[config.mk]
export PLATFORM = sky130hd
export DESIGN_NAME = mem_arbiter
export DESIGN_NICKNAME = d
export VERILOG_FILES = /design/src/rtl/mem_arbiter.sv
export SDC_FILE = /design/constraint.sdc
export NUM_CORES = 1
export LEC_CHECK = 0
export BUFFER_PORTS_ARGS = -buffer_cell sky130_fd_sc_hd__buf_2
export CORE_MARGIN = 2
export CORE_UTILIZATION = 43
export CTS_CLUSTER_DIAMETER = 50
export DETAILED_ROUTE_END_ITERATION = 8
export PLACE_DENSITY_LB_ADDON = 0.3
export SYNTH_ARGS = -nofsm -noshare
export SYNTH_HDL_FRONTEND = slang
export SYNTH_SLANG_ARGS = --single-unit
[constraint.sdc]
create_clock -name clock -period 4.6 [get_ports clock]
set_clock_uncertainty 0.2 [all_clocks]
set_input_delay 0.92 -clock clock [delete_from_list [all_inputs] [get_ports clock]]
set_output_delay 0.92 -clock clock [all_outputs]
set_load 0.03 [all_outputs]
[src/rtl/mem_arbiter.sv]
// Shared-memory arbiter/sequencer for the MIPS pipeline: grants IF or DM one access at a time,
// holds the memory strobes for LATENCY cycles and returns registered read data with a done pulse.
//
// state  | meaning
// IDLE   | sample requests, grant one (DM priority, bounded by the streak limit)
// ACCESS | strobes asserted, latency counter runs down to zero
// RESP   | owner's done pulse, strobes low, back to IDLE next cycle
module mem_arbiter #(
  parameter int LATENCY       = 2,
  parameter int MAX_DM_STREAK = 4
) (
  input  logic        clock,
  input  logic        reset,
  input  logic        if_req,
  input  logic [31:0] if_addr,
  output logic [31:0] if_rdata,
  output logic        if_done,
  input  logic        dm_req,
  input  logic        dm_we,
  input  logic [31:0] dm_addr,
  input  logic [31:0] dm_wdata,
  output logic [31:0] dm_rdata,
  output logic        dm_done,
  output logic [31:0] mem_addr,
  output logic [31:0] mem_wdata,
  output logic        lerMem,
  output logic        escMem,
  input  logic [31:0] mem_rdata
);

  localparam int CW = (LATENCY > 1) ? $clog2(LATENCY) : 1;
  localparam int SW = (MAX_DM_STREAK > 1) ? $clog2(MAX_DM_STREAK + 1) : 1;
  localparam logic [CW-1:0] CNT_LOAD   = CW'(LATENCY - 1);
  localparam logic [SW-1:0] STREAK_MAX = SW'(MAX_DM_STREAK);

  typedef enum logic [1:0] {IDLE, ACCESS, RESP} state_t;

  state_t      state_q, state_d;
  logic [CW-1:0] cnt_q, cnt_d;
  logic [SW-1:0] streak_q, streak_d;
  logic        owner_dm_q, owner_dm_d;
  logic        we_q, we_d;
  logic [31:0] addr_q, addr_d;
  logic [31:0] wdata_q, wdata_d;
  logic [31:0] if_rdata_q, if_rdata_d;
  logic [31:0] dm_rdata_q, dm_rdata_d;
  logic        ler_q, ler_d;
  logic        esc_q, esc_d;
  logic        if_done_q, if_done_d;
  logic        dm_done_q, dm_done_d;
  logic        grant_dm;

  // IF wins a contended grant only once DM has hit its streak limit
  assign grant_dm = dm_req && !(if_req && (streak_q == STREAK_MAX));

  always_ff @(posedge clock or posedge reset) begin
    if (reset) begin
      state_q    <= IDLE;
      cnt_q      <= '0;
      streak_q   <= '0;
      owner_dm_q <= 1'b0;
      we_q       <= 1'b0;
      addr_q     <= '0;
      wdata_q    <= '0;
      if_rdata_q <= '0;
      dm_rdata_q <= '0;
      ler_q      <= 1'b0;
      esc_q      <= 1'b0;
      if_done_q  <= 1'b0;
      dm_done_q  <= 1'b0;
    end else begin
      state_q    <= state_d;
      cnt_q      <= cnt_d;
      streak_q   <= streak_d;
      owner_dm_q <= owner_dm_d;
      we_q       <= we_d;
      addr_q     <= addr_d;
      wdata_q    <= wdata_d;
      if_rdata_q <= if_rdata_d;
      dm_rdata_q <= dm_rdata_d;
      ler_q      <= ler_d;
      esc_q      <= esc_d;
      if_done_q  <= if_done_d;
      dm_done_q  <= dm_done_d;
    end
  end

  always_comb begin
    state_d    = state_q;
    cnt_d      = cnt_q;
    streak_d   = streak_q;
    owner_dm_d = owner_dm_q;
    we_d       = we_q;
    addr_d     = addr_q;
    wdata_d    = wdata_q;
    if_rdata_d = if_rdata_q;
    dm_rdata_d = dm_rdata_q;
    ler_d      = 1'b0;
    esc_d      = 1'b0;
    if_done_d  = 1'b0;
    dm_done_d  = 1'b0;
    case (state_q)
      IDLE: begin
        if (if_req || dm_req) begin
          state_d = ACCESS;
          cnt_d   = CNT_LOAD;
          if (grant_dm) begin
            owner_dm_d = 1'b1;
            we_d       = dm_we;
            addr_d     = dm_addr;
            wdata_d    = dm_wdata;
            ler_d      = !dm_we;
            esc_d      = dm_we;
            if (!if_req)                    streak_d = '0;
            else if (streak_q != STREAK_MAX) streak_d = streak_q + 1'b1;
          end else begin
            owner_dm_d = 1'b0;
            we_d       = 1'b0;
            addr_d     = if_addr;
            ler_d      = 1'b1;
            streak_d   = '0;
          end
        end
      end
      ACCESS: begin
        if (cnt_q == '0) begin
          state_d = RESP;
          if (owner_dm_q) begin
            dm_done_d = 1'b1;
            if (!we_q) dm_rdata_d = mem_rdata;
          end else begin
            if_done_d  = 1'b1;
            if_rdata_d = mem_rdata;
          end
        end else begin
          cnt_d = cnt_q - 1'b1;
          ler_d = ler_q;
          esc_d = esc_q;
        end
      end
      RESP:    state_d = IDLE;
      default: state_d = IDLE;
    endcase
  end

  assign if_rdata  = if_rdata_q;
  assign if_done   = if_done_q;
  assign dm_rdata  = dm_rdata_q;
  assign dm_done   = dm_done_q;
  assign mem_addr  = addr_q;
  assign mem_wdata = wdata_q;
  assign lerMem    = ler_q;
  assign escMem    = esc_q;

endmodule
After elaboration in Yosys (flattened, before gate mapping)
Index checks and enable logic that the tools add are counted.
- register bits: 140
- output and inout port bits: 132
- word-level logic and storage cells: 62
- reduce and logical (&&, ||, !) cells: 14
- eq/ne operators: 6
- add/subtract/negate cells: 2
- bitwise logic cells: 3
- mux-type cells: 24
- operators with widths (operator ; count):
    $mux 32 ; 1
    $mux 1 ; 14
    $mux 3 ; 3
    $reduce_and 3->1 ; 3
    $pmux 1 s2 ; 3
    $reduce_and 2->1 ; 3
    $mux 2 ; 2
    $ne 2x2->1 const B ; 2
    $pmux 2 s2 ; 1
    $reduce_and 4->1 ; 1
    $add 3x1->3 const B ; 1
    $eq 3x3->1 const B ; 1
    $ne 3x2->1 const B ; 1
    $ne 3x3->1 const B ; 1
    $not 1->1 ; 3
    $eq 2x1->1 const B ; 1
    $logic_and 1x1->1 ; 2
    $logic_not 1->1 ; 2
    $logic_not 2->1 ; 1
    $reduce_bool 2->1 ; 1
    $logic_or 1x1->1 ; 1
    $sub 1x1->1 const B ; 1

Longest topological paths before layout
- depth after elaboration: 7
- mapped depth: 7

Worst setup path after synthesis
OpenSTA, ideal clock, no wires.
- path type: input port to flip-flop
- start point: input dm_req
- end point: register addr_q[10] (netlist: mem_addr[10])
- stages: 7
- setup time: 0.086 ns
- data arrival time: 1.920 ns
- buffers on the path: 4
- required time: 4.314 ns
- slack: 2.394 ns
- cells stage by stage: buf_6 > or2_1 > buf_6 > and2_4 > buf_6 > buf_6 > o221ai_2
- cells in the longest elaborated chain, start to end: 2
- elaborated cells on any way between the ends: 4
- those cells by class: mux (1); reduce/logical (3)
- ends and longest elaborated chain (element ; line ; source):
    start, declared ; 18 ; input logic dm_req,
    $logic_and 1x1->1 or $logic_or 1x1->1 (tied branches) ; 54, 104 ;
    $mux 32 or $reduce_and 2->1 (tied branches) ; - ;
    end signal, assigned ; 77 ; addr_q <= addr_d;
    end, declared ; 43 ; logic [31:0] addr_q, addr_d;
Parallel ways exist; a longest one is shown, timed or not.
A chain may end at the register's enable or synchronous reset.

Worst setup path in the final report
- start point: input if_req
- end point: register wdata_q[12] (netlist: mem_wdata[12])
- cells in the longest elaborated chain, start to end: 4
- elaborated cells on any way between the ends: 5
- those cells by class: reduce/logical (5)
- ends and longest elaborated chain (element ; line ; source):
    start, declared ; 14 ; input logic if_req,
    $logic_and 1x1->1 ; 54 ; assign grant_dm = dm_req && !(if_req && (streak_q == STREAK_MAX));
    $logic_not 1->1 ; 54 ;
    $logic_and 1x1->1 ; 54 ;
    $reduce_and 3->1 (no source line) (*) ; - ;
    end signal, assigned ; 78 ; wdata_q <= wdata_d;
    end, declared ; 44 ; logic [31:0] wdata_q, wdata_d;
Mark *: on every way between the ends. The rest lies on a longest branch, timed or not.

==> impl_metrics.csv <==
group,metric,value,unit
job,max_cap_viol_count,0,
pwr,comb_power_share,49.0,%
layout,fill_cells,1193,
setup_path,rrSetupSlack,1740,ps
layout,drive_above_1_share,61.1,%
layout,areaGrowthSynthToFinish,32.9,%
yosys,ys_ff_latch,140,
pwr,clkPwrFrac,19.3,%
setup_path,slowest_delay,780,ps
setup_path,crit_arrival,2940,ps
sta,fin_crit_sh,62.3,%
drt,avgViaCountPerCell,5.17,
sta,report.final.setup_viol,0,
pwr,powerDensity,868,nW/um^2
sta,rsz0062_at_grt,"false",
sta,period_minus_slack,2860,ps
sta,relSlewSlack,30.0,%
run_status,outcome,"complete, no violations",
yosys,synthFlopType,"dfrtp_1",
clocking,cts_setup_buffers,0,
sta,fmax,0.349,GHz
pwr,p_int,3.90,mW
yosys,synth_mux_area_share,18.0,%
yosys,avgSynthCellArea,13.7,sq um
setup_path,r2r_cells,5,
min_path,worstHoldStart,"escMem$_DFFE_PP0P_",
pwr,switchingPower,3.01,mW
clocking,cts-root-buf,"clkbuf_16",
place,dpl_cell_area,7380,sq um
sta,hold_viol_final,0,
yosys,ys_warn_count,0,
yosys,synth_fp_nets,572,
floorplan,die-area,14900,sq um
yosys,synthXorXnorAreaFrac,0,%
place,gp_congestion,0.780,
setup_path,rr_endpoint,"mem_wdata[12]$_DFFE_PP0P_",
yosys,synth_edf_count,0,
yosys,synthSimpleGateAreaFrac,8.45,%
drt,drc,0,
setup_path,cp_top_family,"simple AND/OR/NAND/NOR gates",
clocking,cts_hold_buf,0,
floorplan,die_y,122,microns
yosys,synth_seq_area_share,58.4,%
clocking,numClockSinks,140,
setup_path,crit_chain,"buf_2, nand3_2, nand3_2, mux2_1",
pwr,peakVddDrop,331,uV
floorplan,die_width,122,microns
global_route,grt_pass1_vias,4598,
yosys,synth_top_area_cell,"dfrtp_1",
sta,final.setup.tns,0,ps
yosys,syn_area,5990,sq um
floorplan,io_pins,265,
layout,multi_input_area,2130,sq um
clocking,clk_pin_slew,60,ps
setup_path,r2r-start,"streak_q[0]$_DFFE_PP0P_",
global_route,grt_pass1_wl,22200,microns
clocking,cts_buffer_depth,2,
global_route,antenna_found_initial,1,
setup_path,critPathRequiredTime,4680,ps
floorplan,rows,43,
layout,nets,824,
drt,first_pass_iters,6,
setup_path,worstSetupStartpointType,"primary input",
setup_path,crit_buf_inv,1,
clocking,tritoncts,"done",
pwr,swShare,43.6,%
drt,wire_per_inst,16.5,microns
setup_path,critPathMaxFanout,36,
clocking,clock_latency,400,ps
clocking,ctsResizeCount,0,
yosys,ys_types,32,
drt,num_vias,4558,
yosys,synth_top_family_by_area,"multiplexers",
yosys,synthAdderAreaFrac,0.417,%
min_path,hp-class,"flip-flop to flip-flop",
setup_path,critPathKind,"primary input to flip-flop",
pwr,power,6.91,mW
global_route,grt_max_degree,96,
sta,finalMaxSlewViolations,0,
sta,tightestPinTransition,1050,ps
drt,drt_wl_total,14600,microns
yosys,syn_inst,437,
pwr,p_seq_share,31.7,%
drt,drtIter0Drc,223,
place,port_buffers,264,
pwr,p_leak,3.83,nW
floorplan,core,13800,sq um
place,dp_hpwl,10100,microns
setup_path,cp_common_cell,"nand3_2",
global_route,overflow,0,
setup_path,slowest_stage,"nand3_2",
drt,antenna_left,0,
global_route,gr-usage-all-layers,19.2,%
min_path,worstHoldEndpoint,"escMem$_DFFE_PP0P_",
clocking,cts_max_level,4,
min_path,holdPathStages,1,
clocking,cts_inserted_buffers,17,
yosys,synth_top_area_share,58.4,%
setup_path,cp-end-kind,"flip-flop",
yosys,ys_top_cells_by_area,"dfrtp_1 58%, mux2_2 18%, o221ai_2 6.8%, nand4_1 3.3%, nand3_1 2.9%",
yosys,synth_compound_area_share,8.60,%
floorplan,initial_core_util,43.5,%
layout,ff_latch_area,3500,sq um
yosys,synthArstFlopShare,100,%
layout,final_util,57.8,%
layout,fin_area,7970,sq um
## routing by layer
layer	routed length [microns]	GRT usage [%]	share of wire [%]	vias up
met5	0	0	0	-
met4	386	8.84	2.7	0
met3	1120	5.06	7.7	29
met2	7400	32.8	51	210
met1	5650	22.7	39	2221
li1	-	-	-	2098
## registers in the layout, indices dropped and copies added (netlist names), 2 cells and up
signal     count
if_rdata      32
state_q        2
mem_wdata     32
streak_q       3
mem_addr      32
dm_rdata      32
## Yosys cell counts (3+ instances only)
cell type	instances
nand2_1	4
buf_2	8
o221ai_1	5
mux2_2	95
nand3_1	35
clkbuf_1	16
inv_1	37
o221ai_2	27
buf_6	9
buf_4	3
dfrtp_1	140
nand4_1	32
## cell families after synthesis
logic type	count (synthesis)
buf+inv	73
simple gates	85
compound gates	41
fa+ha+maj	2
flops	140
mux	96
## layout by cell type, fill, tap and decap left out, types with 3 or more instances in the layout
cell type,count
buf_2,264
dfrtp_1,140
mux2_2,95
inv_1,36
nand3_1,35
nand4_1,32
o221ai_2,27
clkbuf_16,17
o221ai_1,5
nand2_1,4
buf_4,4
clkbuf_8,3
clkinv_4,3
## metrics by stage
stage          hold WS [ps]  setup WS (ps)  instances
2_1_floorplan           312           1730        437
3_3_place_gp            271           1370        850
3_5_place_dp            283           1270        850
4_1_cts                 301           1690        881
5_1_grt                 314           1490        881
6_report                297           1740        882
## power by group through the flow
stage	logic, mW	registers (mW)	clock network (mW)
CTS	3.42	2.20	1.37
global placement	3.34	2.18	0
global route	3.62	2.26	1.42
floorplan	1.36	3.36	0
detailed placement	3.42	2.21	0
finish	3.39	2.19	1.34
## worst max-delay path by stage
stage	from	end	depth (start not counted)
detailed placement	if_req	mem_wdata[12]$_DFFE_PP0P_	4
global placement	if_req	mem_wdata[12]$_DFFE_PP0P_	4
global route	streak_q[0]$_DFFE_PP0P_	mem_wdata[12]$_DFFE_PP0P_	5
floorplan	reset	cnt_q$_DFFE_PP0P_	1
finish	if_req	mem_wdata[12]$_DFFE_PP0P_	4
CTS	streak_q[0]$_DFFE_PP0P_	mem_wdata[12]$_DFFE_PP0P_	5
## final cells by class
cell class	count	share of cell area (%)
clock inverters	9	1.41
repair buffers	269	17.2
flip-flops and latches	140	44.0
well taps	180	2.83
clock buffers	22	5.95
diodes	1	0.0314
inverters	37	1.79
multi-input cells	224	26.8
Power figures use the tool's default switching activity.
